<file path="src/rtl/anita3_trigger_arbiter.sv">
// Trigger arbiter: latches RF/PPS1/PPS2/soft requests, prescales RF, and issues
// one fixed-priority trigger at a time to the buffer manager with a holdoff.
module anita3_trigger_arbiter #(
  parameter int unsigned NUM_SRC    = 4,
  parameter int unsigned HOLDOFF    = 16,
  parameter int unsigned PRESCALE_W = 8
) (
  input  logic                  clk250_i,
  input  logic                  rst_i,
  input  logic [NUM_SRC-1:0]    trig_i,
  input  logic [NUM_SRC-1:0]    src_en_i,
  input  logic [PRESCALE_W-1:0] rf_prescale_i,
  input  logic                  dead_i,
  output logic                  trig_o,
  output logic [NUM_SRC-1:0]    trig_src_o,
  output logic [NUM_SRC-1:0]    pending_o,
  output logic [15:0]           drop_count_o,
  output logic                  busy_o
);

  localparam int unsigned HO_W = (HOLDOFF > 2) ? $clog2(HOLDOFF) : 1;
  localparam logic [HO_W-1:0] HO_LOAD = HO_W'(HOLDOFF - 2);

  typedef enum logic [1:0] {
    ST_IDLE,
    ST_ISSUE,
    ST_HOLDOFF
  } state_t;

  state_t                  state_q, state_d;
  logic [NUM_SRC-1:0]      grant_q, grant_d;
  logic [HO_W-1:0]         hcnt_q, hcnt_d;
  logic [PRESCALE_W-1:0]   pcnt_q, pcnt_d;
  logic [NUM_SRC-1:0]      pend_q, pend_d;
  logic [15:0]             drop_q, drop_d;

  logic                    rf_hit, rf_pass;
  logic [NUM_SRC-1:0]      req, clr, keep, drop, sel;
  logic                    found;
  logic [16:0]             drop_sum;

  // RF prescaler: >= compare keeps it moving if the ratio is lowered mid-count
  always_comb begin
    rf_hit  = trig_i[0] & src_en_i[0];
    rf_pass = rf_hit & (pcnt_q >= rf_prescale_i);
    pcnt_d  = pcnt_q;
    if (rf_hit) begin
      pcnt_d = rf_pass ? '0 : pcnt_q + PRESCALE_W'(1);
    end
  end

  // Pending latch and collision detection; a grant-clear coinciding with a new
  // arrival leaves the bit set without counting a drop.
  always_comb begin
    req    = trig_i & src_en_i;
    req[0] = rf_pass;
    clr    = ~src_en_i | ((state_q == ST_ISSUE) ? grant_q : '0);
    keep   = pend_q & ~clr;
    drop   = req & keep;
    pend_d = req | keep;

    drop_sum = {1'b0, drop_q};
    for (int unsigned i = 0; i < NUM_SRC; i++) begin
      drop_sum = drop_sum + 17'(drop[i]);
    end
    drop_d = drop_sum[16] ? '1 : drop_sum[15:0];
  end

  always_comb begin
    sel   = '0;
    found = 1'b0;
    for (int unsigned i = 0; i < NUM_SRC; i++) begin
      if (pend_q[i] && !found) begin
        sel[i] = 1'b1;
        found  = 1'b1;
      end
    end
  end

  always_comb begin
    state_d = state_q;
    grant_d = grant_q;
    hcnt_d  = hcnt_q;
    unique case (state_q)
      ST_IDLE: begin
        if (!dead_i && (pend_q != '0)) begin
          grant_d = sel;
          state_d = ST_ISSUE;
        end
      end
      ST_ISSUE: begin
        hcnt_d = HO_LOAD;
        // with HOLDOFF == 2 the ISSUE and IDLE cycles alone make the spacing
        if (HO_LOAD == '0) begin
          state_d = ST_IDLE;
        end else begin
          state_d = ST_HOLDOFF;
        end
      end
      ST_HOLDOFF: begin
        hcnt_d = hcnt_q - HO_W'(1);
        if (hcnt_q == HO_W'(1)) begin
          state_d = ST_IDLE;
        end
      end
      default: state_d = ST_IDLE;
    endcase
  end

  always_ff @(posedge clk250_i or posedge rst_i) begin
    if (rst_i) begin
      state_q <= ST_IDLE;
      grant_q <= '0;
      hcnt_q  <= '0;
      pcnt_q  <= '0;
      pend_q  <= '0;
      drop_q  <= '0;
    end else begin
      state_q <= state_d;
      grant_q <= grant_d;
      hcnt_q  <= hcnt_d;
      pcnt_q  <= pcnt_d;
      pend_q  <= pend_d;
      drop_q  <= drop_d;
    end
  end

  assign trig_o       = (state_q == ST_ISSUE);
  assign trig_src_o   = (state_q == ST_ISSUE) ? grant_q : '0;
  assign busy_o       = (state_q != ST_IDLE);
  assign pending_o    = pend_q;
  assign drop_count_o = drop_q;

endmodule

</file>
<file path="config.mk">
export PLATFORM = sky130hd
export DESIGN_NAME = anita3_trigger_arbiter
export DESIGN_NICKNAME = d
export VERILOG_FILES = /design/src/rtl/anita3_trigger_arbiter.sv
export SDC_FILE = /design/constraint.sdc
export NUM_CORES = 1
export LEC_CHECK = 0
export ABC_CLOCK_PERIOD_IN_PS = 10100
export CAP_MARGIN = 20
export CORE_MARGIN = 4
export CORE_UTILIZATION = 55
export CTS_CLUSTER_SIZE = 16
export DETAILED_ROUTE_END_ITERATION = 8
export PLACE_DENSITY = 0.91
export SYNTH_ARGS = -nofsm -noshare
export SYNTH_HDL_FRONTEND = slang
export SYNTH_SLANG_ARGS = --single-unit
export TNS_END_PERCENT = 30
</file>
<file path="constraint.sdc">
create_clock -name clk250_i -period 10.1 [get_ports clk250_i]
set_input_delay 2.525 -clock clk250_i [delete_from_list [all_inputs] [get_ports clk250_i]]
set_output_delay 2.525 -clock clk250_i [all_outputs]
set_load 0.005 [all_outputs]
</file>
Yosys cells after proc, flatten, opt, wreduce, memory -nomap -nowiden
Cells that the tools add are included.

word-level totals
  register bits = 38
  input bits = 19
  output and inout port bits = 26

operators by class
  add/subtract/negate cells = 6
  magnitude comparators = 1
  eq/ne operators = 5
  muxes and demuxes = 13
  bitwise operators = 9
  reduce and logical (&&, ||, !) cells = 14

operator list
  kind                 number
  $add 17x1->17        3
  $add 16x1->17        1
  $mux 16              1
  $and 4x4->4          3
  $add 8x1->8 const B  1
  $ge 8x8->1           1
  $mux 8               1
  $not 4->4            2
  $or 4x4->4           2
  $pmux 4 s2           1
  $mux 1               6
  $pmux 2 s3           1
  $eq 4x1->1 const B   1
  $logic_and 1x1->1    4
  $logic_not 1->1      4
  $mux 2               2
  $mux 4               1
  $ne 2x2->1 const B   2
  $reduce_and 2->1     2
  $reduce_bool 2->1    2
  $reduce_bool 4->1    1
  $sub 4x1->4 const B  1
  $and 1x1->1          2
  $eq 2x1->1 const B   1
  2 further kinds      2

Depth between registers and ports, before layout
Gate-level depths: netlist of run 1.

  depth in word-level cells = 11
  depth in mapped cells = 17
  gate-level depth less buffers = 16

Least setup slack after synthesis of run 1
OpenSTA, ideal clock, no wires.

  path type = input -> register
  start point = input port rf_prescale_i[2]
  end point = register drop_q[12] (netlist: drop_count_o[12])
  library setup time = 0.125 ns
  arrival time = 5.977 ns
  required time = 9.975 ns
  slack = 3.998 ns
  cell stages on the path = 16
  buffers on the path = 1
  cells stage by stage = inv_1 ha_1 a211o_1 a31oi_1 o31ai_1 and2_0 buf_2 nand4_1 fa_1 inv_1 fa_1 fa_1 and4_4 and3_2 nand3_1 mux2_2

on the way
  cells in the longest elaborated chain, start to end = 8

RTL lines
  what                        RTL line  RTL
  start, declared             12        input logic [PRESCALE_W-1:0] rf_prescale_i,
  $ge 8x8->1                  45        rf_pass = rf_hit & (pcnt_q >= rf_prescale_i);
  $and 1x1->1                 45
  $and 4x4->4                 59        drop = req & keep;
  $add 16x1->17               64        drop_sum = drop_sum + 17'(drop[i]);
  $add 17x1->17 (3 in a row)  64
  $mux 16                     66        drop_d = drop_sum[16] ? '1 : drop_sum[15:0];
  net drop_d[12]              35        logic [15:0] drop_q, drop_d;
  end signal, assigned        124       drop_q <= drop_d;
  end, declared               35

The timed path passes the listed nets, and every way through them passes these cells.
A chain may end at the register's enable or synchronous reset.

Final worst setup path of run 1
Same ends and word-level chain as after synthesis.

==> reports/results.ini, run 1 <==
[worst_setup_path]
startpoint_type=input port
cp_max_fo=6
crit_end=drop_count_o[12]
r2r_slack_ns=5.66
reg2reg_from=pcnt_q[2]
endpoint_kind=register
crit_type=input port to register
cp_slowest_stage_delay_ns=0.54
path_cells=clkdlybuf4s50_1 -> inv_1 -> ha_1 -> a211o_1 -> a31oi_1 -> o31ai_1 -> and2_0 -> nand4_1 -> fa_1 -> inv_1 -> fa_1 -> fa_1 -> and4_4 -> and3_2 -> nand3_1 -> mux2_2
crit_cells=16
worstPathArrival_ns=6.86
crit_family=adder cells
crit_path_frequent_cell=fa_1
worstReg2RegEnd=drop_count_o[12]
required_ns=10.28
critPathBufInv=3
crit_start=rf_prescale_i[2]
slowest_stage=fa_1
reg2reg_depth=14

[logic_synthesis]
async_reset_ff_frac=1.000
netlist_area_sq_mm=0.002190
yosys_most_used_dff=dfrtp_1
syn_inst=225
ys_warn_count=0
syn_area_per_cell_sq_um=9.732
synth-edff-count=0
synth_nets=263
ys_ff_latch=38
yosysSeqAreaShare=0.4343
yosysUniqueCellTypes=45

[placement]
post-dp-hpwl_mm=3.531
port_buffers=44
gp_congestion=0.7765

[floorplan]
core.rowCount=22
pin_count=45
start_util=0.5849
die_w_um=71.10
die_h_um=71.10
dieArea_sq_mm=0.005055
coreArea_sq_mm=0.003744

[power_and_ir_drop]
p_leak_uw=0.001292
peakVddDrop_mv=0.1613
powerDensity_mw_per_mm2=179.8
power_uw=496.5

[global_route]
grt_pass1_wl_mm=7.962
grt_pass1_vias=1779
grt_overflow=0
track_usage=0.1997
antenna_found_initial=0
grt_max_degree=39

[clock_network]
postCtsHoldBufs=0
cts_setup_buffers=0
cts_tree=yes
htreeDepth=2
cts_root_buffer=clkbuf_8
cts_resized=0
clock_sinks=38
cts_made_buffers=5
clkTransAtPathRegs_ns=0.07
clockBufferDepth=2
clk_latency_ns=0.29

[run]
drv_cap=0

[drt]
drt_wl_total_mm=4.603
drc=0
vias=1781
drtIter0Drc=84
ant_nets=0
drt_first_pass_iters=6
avgViaCountPerCell=5.531
avgRoutedWirePerCell_um=14.30

[cells_and_area]
diodes=0
final_nets=311
final_util=0.7376
syn2layout_area_growth_pct=26.11
final_cell_mix=clkdlybuf4s50_1 (44), dfrtp_1 (38), nand2_1 (22), inv_1 (22), nor2_1 (18)
final_common_cell=clkdlybuf4s50_1
drive_above_1_share=0.08759

[timing]
max_slew_margin=0.6438
slew_violations=0
hold_violations=0
fmaxAchievable_mhz=149.7
post-route-period-util=0.6614
skew_ns=0.005117
timing.hold.ws_ns=0.5179
fin_crit_ns=6.680
tightest_slew_ns=0.5298
finalSetupViolCount=0
setup_tns_ns=0
rsz0062_at_grt=no

[worst_hold_path]
min_path_type=register to register

[status]
status=finished clean

kinds of logic after synthesis:
group | count (synthesis) | share of synthesized area
AO/OA/AOI/OAI | 39 | 0.1166
adder cells (fa/ha/maj) | 19 | 0.1189
flip-flops | 38 | 0.4343
multiplexers | 6 | 0.03257
AND/OR/NAND/NOR | 87 | 0.2074
buffers and inverters | 26 | 0.05028
XOR/XNOR | 10 | 0.04000
layout make-up:
type / instances / area (sq um)
Clock buffer: 7 / 86.33
Clock inverter: 1 / 5.005
Fill cell: 281 / 982.2
Inverter: 22 / 82.58
Multi-Input combinational cell: 161 / 1129
Sequential cell: 38 / 950.9
Tap cell: 48 / 60.06
Timing Repair Buffer: 45 / 447.9
worst min path at each step:
| stage | from | end | slack (ns) | cells after the start |
|---|---|---|---|---|
| 2_1_floorplan | grant_q[0] | grant_q[0] | 0.48 | 1 |
| 3_3_place_gp | grant_q[0] | grant_q[0] | 0.49 | 1 |
| 3_5_place_dp | grant_q[3] | grant_q[3] | 0.51 | 2 |
| 4_1_cts | grant_q[3] | grant_q[3] | 0.52 | 2 |
| 5_1_grt | grant_q[0] | grant_q[0] | 0.57 | 1 |
| 6_report | grant_q[3] | grant_q[3] | 0.52 | 2 |
report_power, final:
group	internal (uW)	leakage, uW	switching, uW	total (uW)
Clock	55.0	0.0000482	50.8	106
Combinational	92.9	0.000760	79.8	173
Sequential	184	0.000484	34.5	218
Total	331	0.00129	165	497
synth_stat cells, drive strengths merged (2+ instances only):
cell,number,area [sq um]
nand4,4,25.02
mux2,6,71.31
a211o,2,17.52
a31oi,4,25.02
dfrtp,38,950.9
a21o,2,15.01
inv,22,82.58
nand2,22,82.58
xor2,4,35.03
and3,3,20.02
or2b,2,15.01
nor2,18,67.56
o21a,4,30.03
o21ai,11,62.56
nor3,6,35.03
a21oi,10,50.05
nand3,14,80.08
and4,3,28.78
nor2b,4,25.02
and2,5,31.28
buf,3,23.77
fa,3,60.06
or3,3,23.77
ha,16,200.2
xnor2,6,52.55
per-layer routing:
metal,global-route usage,part of all wire
met5,0,0
met4,0.07307,0.021
met3,0.05824,0.051
met2,0.3162,0.49
met1,0.2610,0.43
worst register-to-register path, stage by stage (launching register included):
cell and delay [ns]:
dfrtp_1 0.45, ha_1 0.32, a211o_1 0.12, a31oi_1 0.04, o31ai_1 0.46, and2_0 0.41
nand4_1 0.21, fa_1 0.54, inv_1 0.05, fa_1 0.45, fa_1 0.44, and4_4 0.19
and3_2 0.24, nand3_1 0.09, mux2_2 0.33
stage by stage:
| step | instances | setup slack [ns] | instance area [sq um] |
|---|---|---|---|
| after floorplan | 225 | 3.998 | 2190 |
| after global placement | 314 | 3.295 | 2670 |
| after detailed placement | 314 | 3.125 | 2670 |
| after CTS | 322 | 3.430 | 2761 |
| after global routing | 322 | 3.140 | 2761 |
| final | 322 | 3.420 | 2761 |
sequential cells by signal, summed over array words and instances (netlist names):
name and flops:
pending_o 4, pcnt_q 8, drop_count_o 16, hcnt_q 4, state_q 2, grant_q 4
Power figures use the tool's default switching activity.
==> run 2: changes to the inputs <==
- ABC_CLOCK_PERIOD_IN_PS: 10100 -> 6900
- CORE_UTILIZATION: 55 -> 51
- PLACE_DENSITY: 0.91 -> 0.86
- clock period: 10.1 -> 6.9 ns (I/O delays scaled with it)
==> run 2 against run 1 <==
- clock skew barely moved
- clock power rose by 63%
- critical path depth fell by 1
- wire length fell by 1.6%
- die area rose by 7.0%
- cell area rose by 0.77%
- register-to-register slack got worse by 3.2 ns
- cell count rose by 0.62%
- count of clock-buffer cells in the layout rose by 1
- power rose by 50%
- critical endpoint unchanged
- largest cell class unchanged
==> reports/results.ini, run 2 (synthesis results as in run 1) <==
[power_and_ir_drop]
power_uw=746.3  ; +50%
peakVddDrop_mv=0.2191  ; +36%
p_switching_uw=240.5  ; +46%
p_clk_frac=0.232  ; +0.019
p_int_uw=505.8  ; +53%
powerDensity_mw_per_mm2=268.2  ; +49%
power_frac_seq=0.427  ; -0.012
p_comb_frac=0.341  ; -0.007
switching_share=0.3222  ; -0.01033
p_leak_uw=0.001302  ; +0.72%

[clock_network]
cts_resized=0  ; unchanged
htreeDepth=2  ; unchanged
clockBufferDepth=2  ; unchanged
cts_made_buffers=5  ; unchanged
clk_latency_ns=0.29  ; about the same
cts_setup_buffers=0  ; unchanged
clock_sinks=38  ; unchanged
clkTransAtPathRegs_ns=0.07  ; about the same
cts_tree=yes
cts_root_buffer=clkbuf_8
postCtsHoldBufs=0  ; unchanged

[drt]
avgRoutedWirePerCell_um=13.98  ; -2.2%
drtIter0Drc=87  ; +3.6%
drt_first_pass_iters=4  ; -2
ant_nets=0  ; unchanged
avgViaCountPerCell=5.481  ; -0.90%
drt_wl_total_mm=4.530  ; -1.6%
vias=1776  ; -0.28%
drc=0  ; unchanged

[placement]
gp_congestion=0.8228  ; +6.0%
placed_area_sq_mm=0.002673  ; about the same
port_buffers=44  ; unchanged
post-dp-hpwl_mm=3.503  ; -0.80%
post-place-ws_ns=0.7563  ; -2.369 ns

[global_route]
track_usage=0.1914  ; -0.008334
grt_pass1_vias=1748  ; -1.7%
antenna_found_initial=0  ; unchanged
grt_pass1_wl_mm=7.969  ; about the same
busiest_layer=met2
grt_max_degree=39  ; unchanged
grt_overflow=0  ; unchanged
grt_use_met1=0.2518  ; -0.009222
grt_use_met2=0.3041  ; -0.01204
grt_util_met3=0.05335  ; -0.004887

[cells_and_area]
final_nets=311  ; unchanged
diodes=0  ; unchanged
final_cell_mix=clkdlybuf4s50_1 (44), dfrtp_1 (38), nand2_1 (22), inv_1 (22), nor2_1 (18)
largest_reg_flops=16  ; unchanged
syn2layout_area_growth_pct=27.09
multi_input_area_sq_mm=0.001129  ; unchanged
n_fill_cell=327  ; +16%
seq_area_sq_um=950.9  ; unchanged
drive_above_1_share=0.09124  ; +0.003650
fin_area_sq_mm=0.002783  ; +0.77%
final_common_cell=clkdlybuf4s50_1

[timing]
tightest_slew_ns=0.5356  ; +0.005796 ns
timing.hold.ws_ns=0.5388  ; +0.02090 ns
max_slew_margin=0.6399  ; -0.003897
hold_violations=0  ; unchanged
finalSetupViolCount=0  ; unchanged
setup_slack_ns=1.055  ; -2.364 ns
slew_violations=0  ; unchanged
post-route-period-util=0.8470
fmaxAchievable_mhz=171.1
rsz0062_at_grt=no
setup_tns_ns=0  ; unchanged
fin_crit_ns=5.845
skew_ns=0.005247  ; +0.0001299 ns

[worst_setup_path]
r2r_slack_ns=2.51  ; -3.15 ns
startpoint_type=input port
crit_type=input port to register
endpoint_kind=register
worstPathArrival_ns=6.02  ; -0.84 ns
cp_max_fo=6  ; unchanged
required_ns=7.08  ; -3.20 ns

[worst_hold_path]
min_path_type=register to register

[floorplan]
pin_count=45  ; unchanged
start_util=0.5358  ; -0.04907
coreArea_sq_mm=0.004086  ; +9.2%
dieArea_sq_mm=0.005406  ; +7.0%
die_h_um=73.53  ; +3.4%
core.rowCount=23  ; +4.5%
die_w_um=73.53  ; +3.4%

[status]
status=finished clean

[run]
drv_cap=0  ; unchanged

## run 2: cell count changes in the layout (fill, tap and decap cells not counted), sizes merged
cell	delta
clkbuf	+1
clkinv	-1
## run 2: area by class of cell
type / instances / area share
repair buffers: 45 / 0.1610
clock buffers: 8 / 0.03957
flip-flops and latches: 38 / 0.3417
well taps: 50 / 0.02248
inverters: 22 / 0.02968
multi-input cells: 161 / 0.4056
## run 2: metal layers
| layer | wire length [um] | vias to the layer above |
|---|---|---|
| li1 | - | 875 |
| met1 | 2020 | 851 |
| met2 | 2198 | 46 |
| met3 | 254 | 4 |
| met4 | 57 | 0 |
| met5 | 0 | - |
## run 2: through the flow
step                cells  utilization
global route          324       0.6810
CTS                   324       0.6810
detailed placement    316       0.6540
finish                324       0.6810
global placement      316       0.6540
floorplan             225            -
## run 2: power groups by stage
stage | combinational [uW] | clock, uW | sequential (uW)
6_report | 254 | 173 | 318
5_1_grt | 291 | 188 | 324
4_1_cts | 258 | 179 | 318
3_5_place_dp | 255 | 0 | 321
3_3_place_gp | 246 | 0 | 317
2_1_floorplan | 148 | 0 | 311
## run 2: final timing paths
check | from | end | cells after the start
max | rf_prescale_i[5] | drop_count_o[12] | 15
min | grant_q[0] | grant_q[0] | 1
max reg2reg | pcnt_q[2] | drop_count_o[12] | 14
min reg2reg | grant_q[0] | grant_q[0] | 1
max in group asynchronous | rst_i | pcnt_q[3] | 3
min in group asynchronous | rst_i | drop_count_o[13] | 3
## run 2: critical path, stage by stage
cell	delay, ns
clkdlybuf4s50_1	0.45
inv_1	0.04
ha_1	0.29
nand4_1	0.11
o31ai_1	0.51
and2_0	0.41
nand4_1	0.18
fa_1	0.52
inv_1	0.05
fa_1	0.46
fa_1	0.44
and4_4	0.19
and3_2	0.24
nand3_1	0.09
mux2_2	0.32
==> run 3: changes to the inputs <==
- ABC_CLOCK_PERIOD_IN_PS: 6900 -> 5600
- clock period: 6.9 -> 5.6 ns (I/O delays scaled with it)
==> run 3 against run 2 <==
- sequential power rose by 23%
- first-iteration DRC count is 22% lower
- combinational power is 24% higher
- die area unchanged
- highest routed layer unchanged
- wire length increased by 3.9%
- worst setup slack got worse by 0.54 ns
- clock skew increased by 0.0058 ns
- utilization grew 1.0 points
- global-route usage grew 1.1 points
- register-to-register slack worse by 0.86 ns
- non-clock buffer count grew 2
==> reports/results.ini, run 3 (synthesis results as in run 1) <==
[placement]
post-dp-hpwl_mm=3.444  ; -1.7%
gp_congestion=0.7885  ; -4.2%
post-place-cells=318  ; +0.63%
port_buffers=44  ; unchanged

[status]
status=finished clean

[run]
drv_cap=0  ; unchanged

[worst_hold_path]
hold_start=grant_q[0]
min_path_type=register to register

[floorplan]
pin_count=45  ; unchanged
start_util=0.5358  ; unchanged
coreArea_sq_mm=0.004086  ; unchanged
die_w_um=73.53  ; unchanged
core.rowCount=23  ; unchanged
dieArea_sq_mm=0.005406  ; unchanged
die_h_um=73.53  ; unchanged

[worst_setup_path]
cp_max_fo=4  ; -2
endpoint_kind=register
crit_path_frequent_cell=fa_1
slowest_stage=fa_1
startpoint_type=input port
required_ns=5.80  ; -1.28 ns
crit_start=rf_prescale_i[5]
worstPathArrival_ns=5.28  ; -0.74 ns
crit_type=input port to register
cp_slowest_stage_delay_ns=0.53  ; about the same
reg2reg_from=pcnt_q[2]
path_cells=clkdlybuf4s50_1 -> inv_1 -> ha_1 -> nand4_1 -> o31ai_1 -> and2_0 -> nand4_1 -> fa_1 -> inv_1 -> fa_1 -> fa_1 -> and4_4 -> and3_2 -> nand3_1 -> mux2_2

[clock_network]
cts_made_buffers=5  ; unchanged
cts_setup_buffers=0  ; unchanged
clockBufferDepth=2  ; unchanged
htreeDepth=2  ; unchanged
cts_root_buffer=clkbuf_8
clk_latency_ns=0.30  ; about the same
clkTransAtPathRegs_ns=0.08  ; about the same
postCtsHoldBufs=0  ; unchanged
cts_resized=0  ; unchanged
cts_tree=yes
clock_sinks=38  ; unchanged

[cells_and_area]
diodes=0  ; unchanged
n_fill_cell=329  ; +0.61%
final_nets=313  ; +0.64%
largest_reg_flops=16  ; unchanged
final_cell_mix=clkdlybuf4s50_1 (44), dfrtp_1 (38), nand2_1 (22), inv_1 (22), nor2_1 (18)
syn2layout_area_growth_pct=29.03
fin_cells=326  ; +0.62%
drive_above_1_share=0.09783  ; +0.006585
final_common_cell=clkdlybuf4s50_1

[timing]
max_slew_margin=0.6875  ; +0.04761
skew_ns=0.01102  ; +0.005775 ns
slew_violations=0  ; unchanged
fmaxAchievable_mhz=196.6
setup_tns_ns=0  ; unchanged
hold_violations=0  ; unchanged
tightest_slew_ns=0.4687  ; -0.06684 ns
rsz0062_at_grt=no
finalSetupViolCount=0  ; unchanged
post-route-period-util=0.9083
fin_crit_ns=5.086

[power_and_ir_drop]
p_leak_uw=0.001323  ; +1.7%
powerDensity_mw_per_mm2=349.2  ; +30%
peakVddDrop_mv=0.2215  ; +1.1%
power_uw=986.6  ; +32%

[global_route]
grt_max_degree=39  ; unchanged
antenna_found_initial=0  ; unchanged
track_usage=0.2021  ; +0.01076
grt_pass1_vias=1779  ; +1.8%
grt_overflow=0  ; unchanged
grt_pass1_wl_mm=8.355  ; +4.8%

[drt]
avgViaCountPerCell=5.362  ; -2.2%
drtIter0Drc=68  ; -22%
drt_wl_total_mm=4.707  ; +3.9%
vias=1748  ; -1.6%
drc=0  ; unchanged
ant_nets=0  ; unchanged
drt_first_pass_iters=4  ; unchanged
avgRoutedWirePerCell_um=14.44  ; +3.3%

## run 3: changes by cell type in the layout (fill, tap and decap cells not counted)
cell | previous run | this run
buf_4 | 1 | 3
bufinv_16 | 0 | 2
clkbuf_8 | 8 | 5
clkinv_4 | 0 | 1
## run 3: routing by layer
| metal | wire length [um] | vias to the layer above | global-route usage |
|---|---|---|---|
| met5 | 0 | - | 0 |
| met4 | 51 | 0 | 0.06036 |
| met3 | 295 | 5 | 0.06019 |
| met2 | 2241 | 59 | 0.3159 |
| met1 | 2118 | 813 | 0.2714 |
| li1 | - | 871 | - |
## run 3: worst paths after layout
path / endpoint / slack [ns] / cells after the start
hold reg to reg: grant_q[0] / 0.51 / 1
setup / recovery: drop_count_o[12] / 0.51 / 15
hold / removal: grant_q[0] / 0.51 / 1
min in group asynchronous: drop_count_o[14] / 1.51 / 3
max in group asynchronous: state_q[0] / 3.75 / 3
setup reg to reg: drop_count_o[12] / 1.65 / 14
## run 3: final cells by class
| type | count | area [sq um] | share of cell area |
|---|---|---|---|
| clock inverter | 3 | 68.82 | 0.02436 |
| sequential | 38 | 950.9 | 0.3366 |
| tap | 50 | 62.56 | 0.02214 |
| clock buffer | 5 | 68.82 | 0.02436 |
| inverter | 22 | 82.58 | 0.02923 |
| multi-input combinational | 161 | 1129 | 0.3995 |
| timing repair buffer | 47 | 462.9 | 0.1639 |
## run 3: power by group
| part | leakage (uW) | internal [uW] | switching [uW] | total (uW) |
|---|---|---|---|---|
| sequential | 0.000484 | 331 | 60.4 | 391 |
| combinational | 0.000771 | 170 | 144 | 314 |
| clock | 0.0000683 | 178 | 103 | 281 |
## run 3: metrics by stage
stage / worst slack (ns) / hold slack [ns] / utilization / instance area [sq um]
final: 0.5136 / 0.5134 / 0.6914 / 2825
after global routing: 0.3100 / 0.5491 / 0.6914 / 2825
after CTS: 0.4850 / 0.5145 / 0.6914 / 2825
after detailed placement: 0.2149 / 0.4970 / 0.6577 / 2688
after global placement: 0.3048 / 0.4912 / 0.6577 / 2688
after floorplan: 0.6230 / 0.4811 / - / 2190
## run 3: critical path: cells and delay by family
kind            cells  cell delay, ns
simple gates        6            0.98
mux                 1            0.33
compound gates      1            0.29
buf+inv             3            0.57
fa+ha+maj           4            1.73
